$ cat src/rtl/frog_pkg.sv
// Shared encodings for the frog player controller: FSM states, hop directions, coordinate width.
// Latency: n/a (types and constants only).
// Backpressure: n/a.
package frog_pkg;

  localparam int COORD_W = 12;

  typedef enum logic [1:0] {
    ST_IDLE = 2'd0,
    ST_HOP  = 2'd1,
    ST_DEAD = 2'd2,
    ST_OVER = 2'd3
  } state_t;

  typedef enum logic [1:0] {
    DIR_UP    = 2'd0,
    DIR_DOWN  = 2'd1,
    DIR_LEFT  = 2'd2,
    DIR_RIGHT = 2'd3
  } dir_t;

endpackage

$ cat src/rtl/frog_hop_ctrl_btn_edge.sv
// Button conditioner: 2-flop synchroniser, active-low to active-high, rising-edge pulse.
// Latency: pulse is high for one clk, two clk edges after the press reaches btn.
// Backpressure: none; a pulse not consumed in its clk is lost.
// Ports: clk, rst_n (async active-low), btn (raw active-low button), pulse (1-clk press pulse).
module btn_edge (
  input  logic clk,
  input  logic rst_n,
  input  logic btn,
  output logic pulse
);

  // sh[0], sh[1]: synchroniser stages; sh[2]: previous synchronised level.
  // Resets to "released" so a button held through reset yields one press after release.
  logic [2:0] sh;

  always_ff @(posedge clk or negedge rst_n) begin
    if (!rst_n) begin
      sh <= 3'b111;
    end else begin
      sh <= {sh[1:0], btn};
    end
  end

  // Pressed now (low) and released one clk earlier (high).
  assign pulse = sh[2] & ~sh[1];

endmodule

$ cat src/rtl/frog_hop_ctrl.sv
// Frog player controller: discrete grid hops, bound rejection, death/respawn, lives, goal scoring.
// Latency: button press to HOP entry 3 clk; hop completes STEP/SPEED animation strobes later.
// Backpressure: none; button edges arriving outside IDLE are discarded.
// Ports: i_clk, i_rst_n (async active-low), i_ani_stb/i_animate (frame timing),
//        i_*_btn (active-low buttons), i_dead (collision), i_new_game (restart pulse);
//        o_x1/o_x2/o_y1/o_y2 sprite box, o_state, o_lives, o_score, o_goal, o_game_over.
module frog_hop_ctrl
  import frog_pkg::*;
#(
  parameter int H_WIDTH        = 11,
  parameter int H_HEIGHT       = 11,
  parameter int IX             = 320,
  parameter int IY             = 460,
  parameter int D_WIDTH        = 640,
  parameter int D_HEIGHT       = 480,
  parameter int STEP           = 20,
  parameter int SPEED          = 2,
  parameter int LIVES          = 3,
  parameter int RESPAWN_FRAMES = 60,
  parameter int GOAL_Y         = 20
) (
  input  logic               i_clk,
  input  logic               i_rst_n,
  input  logic               i_ani_stb,
  input  logic               i_animate,
  input  logic               i_up_btn,
  input  logic               i_down_btn,
  input  logic               i_left_btn,
  input  logic               i_right_btn,
  input  logic               i_dead,
  input  logic               i_new_game,
  output logic [COORD_W-1:0] o_x1,
  output logic [COORD_W-1:0] o_x2,
  output logic [COORD_W-1:0] o_y1,
  output logic [COORD_W-1:0] o_y2,
  output logic [1:0]         o_state,
  output logic [3:0]         o_lives,
  output logic [7:0]         o_score,
  output logic               o_goal,
  output logic               o_game_over
);

  localparam logic [COORD_W-1:0] IX_C    = COORD_W'(IX);
  localparam logic [COORD_W-1:0] IY_C    = COORD_W'(IY);
  localparam logic [COORD_W-1:0] HW_C    = COORD_W'(H_WIDTH);
  localparam logic [COORD_W-1:0] HH_C    = COORD_W'(H_HEIGHT);
  localparam logic [COORD_W-1:0] STEP_C  = COORD_W'(STEP);
  localparam logic [COORD_W-1:0] SPD_C   = COORD_W'(SPEED);
  localparam logic [COORD_W-1:0] GOAL_C  = COORD_W'(GOAL_Y);
  localparam logic [3:0]         LIVES_C = 4'(LIVES);
  localparam logic [15:0]        RESP_C  = 16'(RESPAWN_FRAMES);

  // Bound checks use one extra bit, signed, so a hop past the top/left edge goes negative
  // instead of wrapping to a large positive coordinate.
  localparam logic signed [12:0] HW_S   = $signed(13'(H_WIDTH));
  localparam logic signed [12:0] HH_S   = $signed(13'(H_HEIGHT));
  localparam logic signed [12:0] STEP_S = $signed(13'(STEP));
  localparam logic signed [12:0] XMAX_S = $signed(13'(D_WIDTH - 1));
  localparam logic signed [12:0] YMAX_S = $signed(13'(D_HEIGHT - 1));

  state_t             state;
  dir_t               dir;
  logic [COORD_W-1:0] x, y, rem;
  logic [15:0]        timer;
  logic [3:0]         lives;
  logic [7:0]         score;
  logic               goal;

  logic up_e, down_e, left_e, right_e;

  btn_edge u_up    (.clk(i_clk), .rst_n(i_rst_n), .btn(i_up_btn),    .pulse(up_e));
  btn_edge u_down  (.clk(i_clk), .rst_n(i_rst_n), .btn(i_down_btn),  .pulse(down_e));
  btn_edge u_left  (.clk(i_clk), .rst_n(i_rst_n), .btn(i_left_btn),  .pulse(left_e));
  btn_edge u_right (.clk(i_clk), .rst_n(i_rst_n), .btn(i_right_btn), .pulse(right_e));

  logic stb;
  assign stb = i_animate & i_ani_stb;

  logic signed [12:0] xs, ys;
  logic ok_up, ok_down, ok_left, ok_right;

  assign xs       = $signed({1'b0, x});
  assign ys       = $signed({1'b0, y});
  assign ok_left  = (xs - HW_S - STEP_S) >= 13'sd0;
  assign ok_right = (xs + HW_S + STEP_S) <= XMAX_S;
  assign ok_up    = (ys - HH_S - STEP_S) >= 13'sd0;
  assign ok_down  = (ys + HH_S + STEP_S) <= YMAX_S;

  // Only the highest-priority edge is considered; if it is out of bounds the whole
  // request is dropped rather than falling back to a lower-priority direction.
  logic req, req_ok;
  dir_t req_dir;

  always_comb begin
    req     = 1'b0;
    req_ok  = 1'b0;
    req_dir = DIR_UP;
    if (up_e) begin
      req = 1'b1; req_dir = DIR_UP;    req_ok = ok_up;
    end else if (down_e) begin
      req = 1'b1; req_dir = DIR_DOWN;  req_ok = ok_down;
    end else if (left_e) begin
      req = 1'b1; req_dir = DIR_LEFT;  req_ok = ok_left;
    end else if (right_e) begin
      req = 1'b1; req_dir = DIR_RIGHT; req_ok = ok_right;
    end
  end

  // Position after one animation step in the latched direction.
  logic [COORD_W-1:0] nx, ny;

  always_comb begin
    nx = x;
    ny = y;
    case (dir)
      DIR_UP:    ny = y - SPD_C;
      DIR_DOWN:  ny = y + SPD_C;
      DIR_LEFT:  nx = x - SPD_C;
      DIR_RIGHT: nx = x + SPD_C;
    endcase
  end

  always_ff @(posedge i_clk or negedge i_rst_n) begin
    if (!i_rst_n) begin
      state <= ST_IDLE;
      dir   <= DIR_UP;
      x     <= IX_C;
      y     <= IY_C;
      rem   <= '0;
      timer <= '0;
      lives <= LIVES_C;
      score <= '0;
      goal  <= 1'b0;
    end else begin
      goal <= 1'b0;
      if (i_new_game) begin
        state <= ST_IDLE;
        dir   <= DIR_UP;
        x     <= IX_C;
        y     <= IY_C;
        rem   <= '0;
        timer <= '0;
        lives <= LIVES_C;
        score <= '0;
      end else if (i_dead && (state == ST_IDLE || state == ST_HOP)) begin
        // Death beats a same-clk final hop strobe: position freezes, no score.
        state <= ST_DEAD;
        rem   <= '0;
        timer <= RESP_C;
        lives <= (lives == 4'd0) ? 4'd0 : lives - 4'd1;
      end else begin
        case (state)
          ST_IDLE: begin
            if (req && req_ok) begin
              state <= ST_HOP;
              dir   <= req_dir;
              rem   <= STEP_C;
            end
          end
          ST_HOP: begin
            if (stb) begin
              if (rem <= SPD_C) begin
                rem   <= '0;
                state <= ST_IDLE;
                if (dir == DIR_UP && ny <= GOAL_C) begin
                  goal  <= 1'b1;
                  score <= (score == 8'hFF) ? score : score + 8'd1;
                  x     <= IX_C;
                  y     <= IY_C;
                end else begin
                  x <= nx;
                  y <= ny;
                end
              end else begin
                rem <= rem - SPD_C;
                x   <= nx;
                y   <= ny;
              end
            end
          end
          ST_DEAD: begin
            if (stb) begin
              if (timer <= 16'd1) begin
                timer <= '0;
                if (lives == 4'd0) begin
                  state <= ST_OVER;
                end else begin
                  state <= ST_IDLE;
                  x     <= IX_C;
                  y     <= IY_C;
                end
              end else begin
                timer <= timer - 16'd1;
              end
            end
          end
          default: state <= ST_OVER;
        endcase
      end
    end
  end

  assign o_x1        = x - HW_C;
  assign o_x2        = x + HW_C;
  assign o_y1        = y - HH_C;
  assign o_y2        = y + HH_C;
  assign o_state     = state;
  assign o_lives     = lives;
  assign o_score     = score;
  assign o_goal      = goal;
  assign o_game_over = (state == ST_OVER);

endmodule

$ cat config.mk
export PLATFORM = sky130hd
export DESIGN_NAME = frog_hop_ctrl
export DESIGN_NICKNAME = d
export VERILOG_FILES = /design/src/rtl/frog_pkg.sv /design/src/rtl/frog_hop_ctrl_btn_edge.sv /design/src/rtl/frog_hop_ctrl.sv
export SDC_FILE = /design/constraint.sdc
export NUM_CORES = 1
export LEC_CHECK = 0
export CORE_MARGIN = 1.5
export CORE_UTILIZATION = 61
export CTS_CLUSTER_DIAMETER = 30
export DETAILED_ROUTE_END_ITERATION = 10
export GPL_TIMING_DRIVEN = 0
export HOLD_SLACK_MARGIN = 0.05
export PLACE_DENSITY = 0.93
export REMOVE_ABC_BUFFERS = 1
export SYNTH_ARGS = -nofsm -noshare
export SYNTH_HDL_FRONTEND = slang
export SYNTH_SLANG_ARGS = --single-unit
$ cat constraint.sdc
create_clock -name i_clk -period 5.9 [get_ports i_clk]
set_clock_uncertainty 0.1 [all_clocks]
set_input_delay 1.18 -clock i_clk [delete_from_list [all_inputs] [get_ports i_clk]]
set_output_delay 1.18 -clock i_clk [all_outputs]
set_load 0.005 [all_outputs]
==> results.cfg, run 1 <==
[run_status]
outcome = finished clean

[finish]
finish.instance_area_um2 = 6868
n_antenna_cell = 0
final_nets = 782
area_growth_pct = 14.95
fin_util_pct = 73.28
mostFrequentLayoutCell = clkdlybuf4s50_1
final_cell_mix = clkdlybuf4s50_1, nor2_1, dfrtp_1
drive_gt1_share_pct = 7.631

[synth]
synth_edf_count = 0
ys_ff_latch = 78
synth_top_family_by_area = simple AND/OR/NAND/NOR gates
synth_adder_area_share_pct = 6.534
syn_avg_cell_area_um2 = 8.535
yosys.area_share.simple_pct = 24.15
synthFlopType = dfrtp_1
synth-compound-area-share_pct = 20.38
ys_seq_area_share_pct = 33.11
postSynth.asyncResetShare_pct = 100.0
syn_inst = 700
synth_mux_area_share_pct = 1.613
ys_warn_count = 0
synth-xor-area-share_pct = 9.089
synth.cell_area_um2 = 5974
synth_cell_types = 78

[timing]
relSlewSlack_pct = 27.06
tns_ps = 0
setup_slack_ps = 1140
hold_viol = 0
fmax_ghz = 0.2101
maxSlewViolCount = 0
rsz0062_at_grt = no
worst_pin_slew_ps = 1091
setup_viol = 0
period_minus_slack_ps = 4760
fin_crit_sh_pct = 80.68

[cts]
clkTransAtPathRegs_ps = 90
clk_latency_ps = 390
htreeDepth = 3
cts_sinks = 78
cts_buffers = 9
cts_max_path_buffers = 2
cts_tree = yes
postCtsHoldBufs = 0
post_cts.repair.setup_buffers = 0
ctsRootBufferMaster = clkbuf_8
post_cts.resized_instances = 0

[detailed_routing]
drcViolationCount = 0
vias = 5588
wirelength_um = 14670
drt_iter0_drc = 575
viasPerCell = 6.379
first_pass_iters = 7
antenna_left = 0
routedWlPerCell_um = 16.75

[run]
cap_violations = 0

[worst_setup_path]
reg2regPathDepth = 11
rrSetupSlack_ps = 1140
cp.arrival_ps = 4970
cp-end-kind = flop
cp_slowest_stage_delay_ps = 870
worst-path-buf-inv = 1
slowest_stage = dfrtp_1
critical-path-top-delay-family = compound AO/OA/AOI/OAI gates
cp-start-kind = flop
critPathKind = reg -> reg
crit_chain = inv_4 > nand2_1 > ha_1 > a211oi_1 > o21bai_1 > o211ai_1 > nor3b_1 > nor4b_1 > o2111ai_1 > nand2_1 > o32a_1
worst-path-stages = 11
cp.required_ps = 6110
crit_path_max_fanout = 23
crit_top_cell = nand2_1

[die]
core_um2 = 9371
die_h_um = 102.0
die_w_um = 102.0
io_pins = 74
die_area_um2 = 10400
initial_core_util_pct = 63.75
row_count = 35

[global_routing]
grt_max_degree = 53
grt.overflow.total = 0
grt_use_total_pct = 29.06
first_global_vias = 5149
grt_pass1_wl_um = 24250
antenna_found_initial = 0

[placed_design]
dp_slack_ps = 1238
dp_hpwl_um = 10700
finalWeightedCongestion = 0.9051
place_area_um2 = 6671
portBuffers = 69

[pwr]
power_uw = 1453
worst_ir_drop_vdd_mv = 0.2121
p_leak_uw = 0.002721
power_density_nw_per_um2 = 211.6

[hold_path]
hp-class = reg -> reg
hold_path_depth = 0
==> sequential cells by signal (all words and copies together) (netlist names) <==
signal / flops
timer: 16
o_state: 2
y: 11
o_lives: 4
u_up.sh: 3
u_left.sh: 3
dir: 2
o_goal: 1
x: 11
u_down.sh: 3
u_right.sh: 3
o_score: 8
rem: 11
==> cells in the mapped netlist, types with 3 or more instances <==
master,n,share of area [%]
nor2_1,66,4.1
dfrtp_1,57,24
xnor2_1,44,6.5
a21oi_1,42,3.5
nand2_1,42,2.6
o21ai_0,30,2.5
clkbuf_1,28,1.8
ha_1,28,5.9
inv_1,25,1.6
nor3_1,25,2.1
dfstp_2,21,9.2
nor4_1,19,2.0
o21ai_1,19,1.6
nor2b_1,18,1.9
xor2_1,18,2.6
or3_1,16,1.7
nand3_1,15,1.3
nand2b_1,14,1.5
o22ai_1,12,1.3
nand4_1,11,1.2
and2_1,9,0.94
a31oi_1,8,0.84
buf_4,7,0.88
o21a_1,7,0.88
or4_1,7,0.88
buf_2,6,0.50
a21o_1,5,0.63
a22o_1,5,0.73
mux2_1,5,0.94
o31ai_1,5,0.63
a211oi_1,4,0.50
and4_1,4,0.59
mux2i_1,4,0.67
nor3b_1,4,0.50
o211a_1,4,0.67
o211ai_1,4,0.50
and3_1,3,0.31
o22a_1,3,0.44
o32a_1,3,0.50
or2_1,3,0.31
==> worst register-to-register path, delay by kind of cell, from the launching register on <==
family,cells,cell delay (ps)
AO/OA/AOI/OAI,5,2090
adder cells (fa/ha/maj),1,340
buffers and inverters,1,140
flip-flops,1,870
AND/OR/NAND/NOR,4,1150
==> path summary, 6_finish.rpt <==
check | from | to
hold / removal | u_right.sh[0] | u_right.sh[1]
setup reg to reg | dir[1] | y[6]
hold reg to reg | u_right.sh[0] | u_right.sh[1]
min in group asynchronous | i_rst_n | o_score[4]
setup / recovery | dir[1] | y[6]
max in group asynchronous | i_rst_n | y[2]
==> power by group <==
part	internal, µW	switching, µW
clock	167	244
combinational	155	230
sequential	591	66.7
==> stage by stage <==
step,hold slack (ps),instances
3_5_place_dp,246.8,860
4_1_cts,250.3,876
2_1_floorplan,245.2,661
5_1_grt,256.2,876
6_report,246.0,876
3_3_place_gp,246.0,859
==> cell families after synthesis <==
family                     after synthesis
adders and majority gates               30
AOI/OAI and AO/OA                      181
buffers and inverters                   71
and+or+nand+nor                        268
DFF                                     78
muxes                                    9
other                                    1
xor gates and xnor gates                62
==> routing by layer <==
metal | up-vias | share of wire [%] | routed length (µm) | track usage, %
met5 | - | 0 | 0 | 0
met4 | 0 | 1.9 | 286 | 10.22
met3 | 35 | 8.1 | 1184 | 5.472
met2 | 295 | 49 | 7121 | 48.34
met1 | 2632 | 41 | 6079 | 38.11
li1 | 2626 | - | - | -
==> final cells by class <==
type | instances | area, µm²
multi-input combinational | 554 | 3705
clock buffer | 9 | 123.9
timing repair buffer | 70 | 715.7
inverter | 29 | 111.4
fill | 714 | 2504
sequential | 78 | 1978
clock inverter | 7 | 72.57
tap | 129 | 161.4
Power figures use the tool's default switching activity.
==> run 2, diff against run 1 <==
CORE_UTILIZATION = 51   (was 61)
PLACE_DENSITY = 0.84   (was 0.93)
clock period = 3.9 ns   (was 5.9 ns; I/O delays follow)
==> run 2 against run 1 <==
  * Sequential power up 51%
  * Clock-buffer cell count up 1
  * Power up 67%
  * Cell area up 4.3%
==> results.cfg, run 2 (synthesis results as in run 1) <==
[worst_setup_path]
cp-end-kind = flop
cp-start-kind = flop
cp.required_ps = 4020
r2r-start = dir[1]
crit_path_max_fanout = 23
r2r-end = o_score[5]
cp.arrival_ps = 3820
reg2regPathDepth = 10
critPathKind = reg -> reg
rrSetupSlack_ps = 190

[detailed_routing]
wirelength_um = 14580
highest_layer = met4
routedWlPerCell_um = 16.31
drcViolationCount = 0
first_pass_iters = 5
antenna_left = 0
drt_iter0_drc = 495
vias = 5532
viasPerCell = 6.188
wl_met3_um = 832
met1Wirelength_um = 6308
routed-wl-met2_um = 7194

[finish]
top_register = timer
stdcell_count = 894
fin_util_pct = 62.71
n_antenna_cell = 0
area_growth_pct = 19.85
final_cell_mix = clkdlybuf4s50_1, nor2_1, dfrtp_1
final_nets = 786
fillers = 942
drive_gt1_share_pct = 10.52
mostFrequentLayoutCell = clkdlybuf4s50_1
largest_reg_flops = 16

[timing]
tns_ps = 0
maxSlewViolCount = 0
hold_viol = 0
setup_viol = 0
fin_crit_sh_pct = 95.00
worst_pin_slew_ps = 1076
fmax_ghz = 0.2699
setup_slack_ps = 194.8
relSlewSlack_pct = 28.13
period_minus_slack_ps = 3705

[cts]
cts_tree = yes
cts_max_path_buffers = 2
cts_sinks = 78
clkTransAtPathRegs_ps = 60
postCtsHoldBufs = 0
cts_buffers = 9
ctsRootBufferMaster = clkbuf_16
htreeDepth = 3
clk_latency_ps = 340

[die]
io_pins = 74
initial_core_util_pct = 52.32
row_count = 39
die_w_um = 111.2
die_area_um2 = 12370
core_um2 = 11420
die_h_um = 111.2

[global_routing]
grt_max_degree = 52
antenna_found_initial = 0
grt_pass1_wl_um = 24940
grt.overflow.total = 0
grt_use_total_pct = 24.01
first_global_vias = 5223

[placed_design]
dp_slack_ps = -814.9
finalWeightedCongestion = 0.8930
dp_hpwl_um = 10800
dp.cells = 874
portBuffers = 69

[pwr]
worst_ir_drop_vdd_mv = 0.3263
p_leak_uw = 0.002813
power_density_nw_per_um2 = 338.2

[hold_path]
hp-class = reg -> reg
hold_end = u_left.sh[1]
hp-start = u_left.sh[0]
hold_path_depth = 0

[run]
cap_violations = 0

[run_status]
outcome = finished clean
run 2: cell type report:
class                   instances  area, µm²  area share [%]
multi-input cells             554       3841           53.64
flip-flops and latches         78       1982           27.68
repair buffers                 74      748.2           10.45
clock buffers                  10      229.0           3.198
well taps                     143      178.9           2.499
inverters                      29      111.4           1.555
clock inverters                 6      70.07          0.9785
run 2: through the flow:
step / hold slack, ps / total power (µW) / instance area (µm²)
CTS: 255.5 / 2420 / 7072
finish: 253.8 / 2422 / 7161
detailed placement: 247.3 / 1567 / 6689
global placement: 247.2 / 1528 / 6664
global route: 260.5 / 2561 / 7161
floorplan: 245.2 / 1406 / 5794
run 2: worst max-delay path by stage:
stage | startpoint | to | slack [ps] | cells after the start
2_1_floorplan | dir[1] | o_score[5] | 140 | 11
3_3_place_gp | dir[1] | x[2] | -770 | 11
3_5_place_dp | dir[1] | x[2] | -810 | 11
4_1_cts | dir[1] | o_score[5] | 20 | 11
5_1_grt | dir[1] | x[6] | -20 | 13
6_report | dir[1] | o_score[5] | 190 | 10
run 2: critical path: stages (launching register included):
cell       delay (ps)
dfrtp_4           610
inv_4             170
nand2_4           140
ha_1              300
or3_1             450
o21a_1            210
mux2i_1           170
o41ai_4           460
o2111ai_4         250
nor4_2            350
mux2_1            360
run 2: what timing repair did:
action,CTS,global route
endpoints found under the setup margin,26,34
buffers inserted,2,2
pin swaps,3,4
resized for setup,12,14
run 2: power breakdown:
part,internal [µW],switching (µW),leakage (µW)
Combinational,241,340,0.00167
Sequential,895,99.9,0.00100
Clock,501,343,0.000147
Total,1640,784,0.00281
run 2: layer usage:
| metal | up-vias | global-route usage (%) |
|---|---|---|
| met5 | - | 0 |
| met4 | 0 | 6.245 |
| met3 | 25 | 4.702 |
| met2 | 206 | 41.02 |
| met1 | 2660 | 31.23 |
| li1 | 2641 | - |
==> run 3, diff against run 2 <==
CTS_CLUSTER_SIZE = 40   (was default)
==> results of run 3 <==
The final DEF is identical to that of run 2; final timing and power are the same.
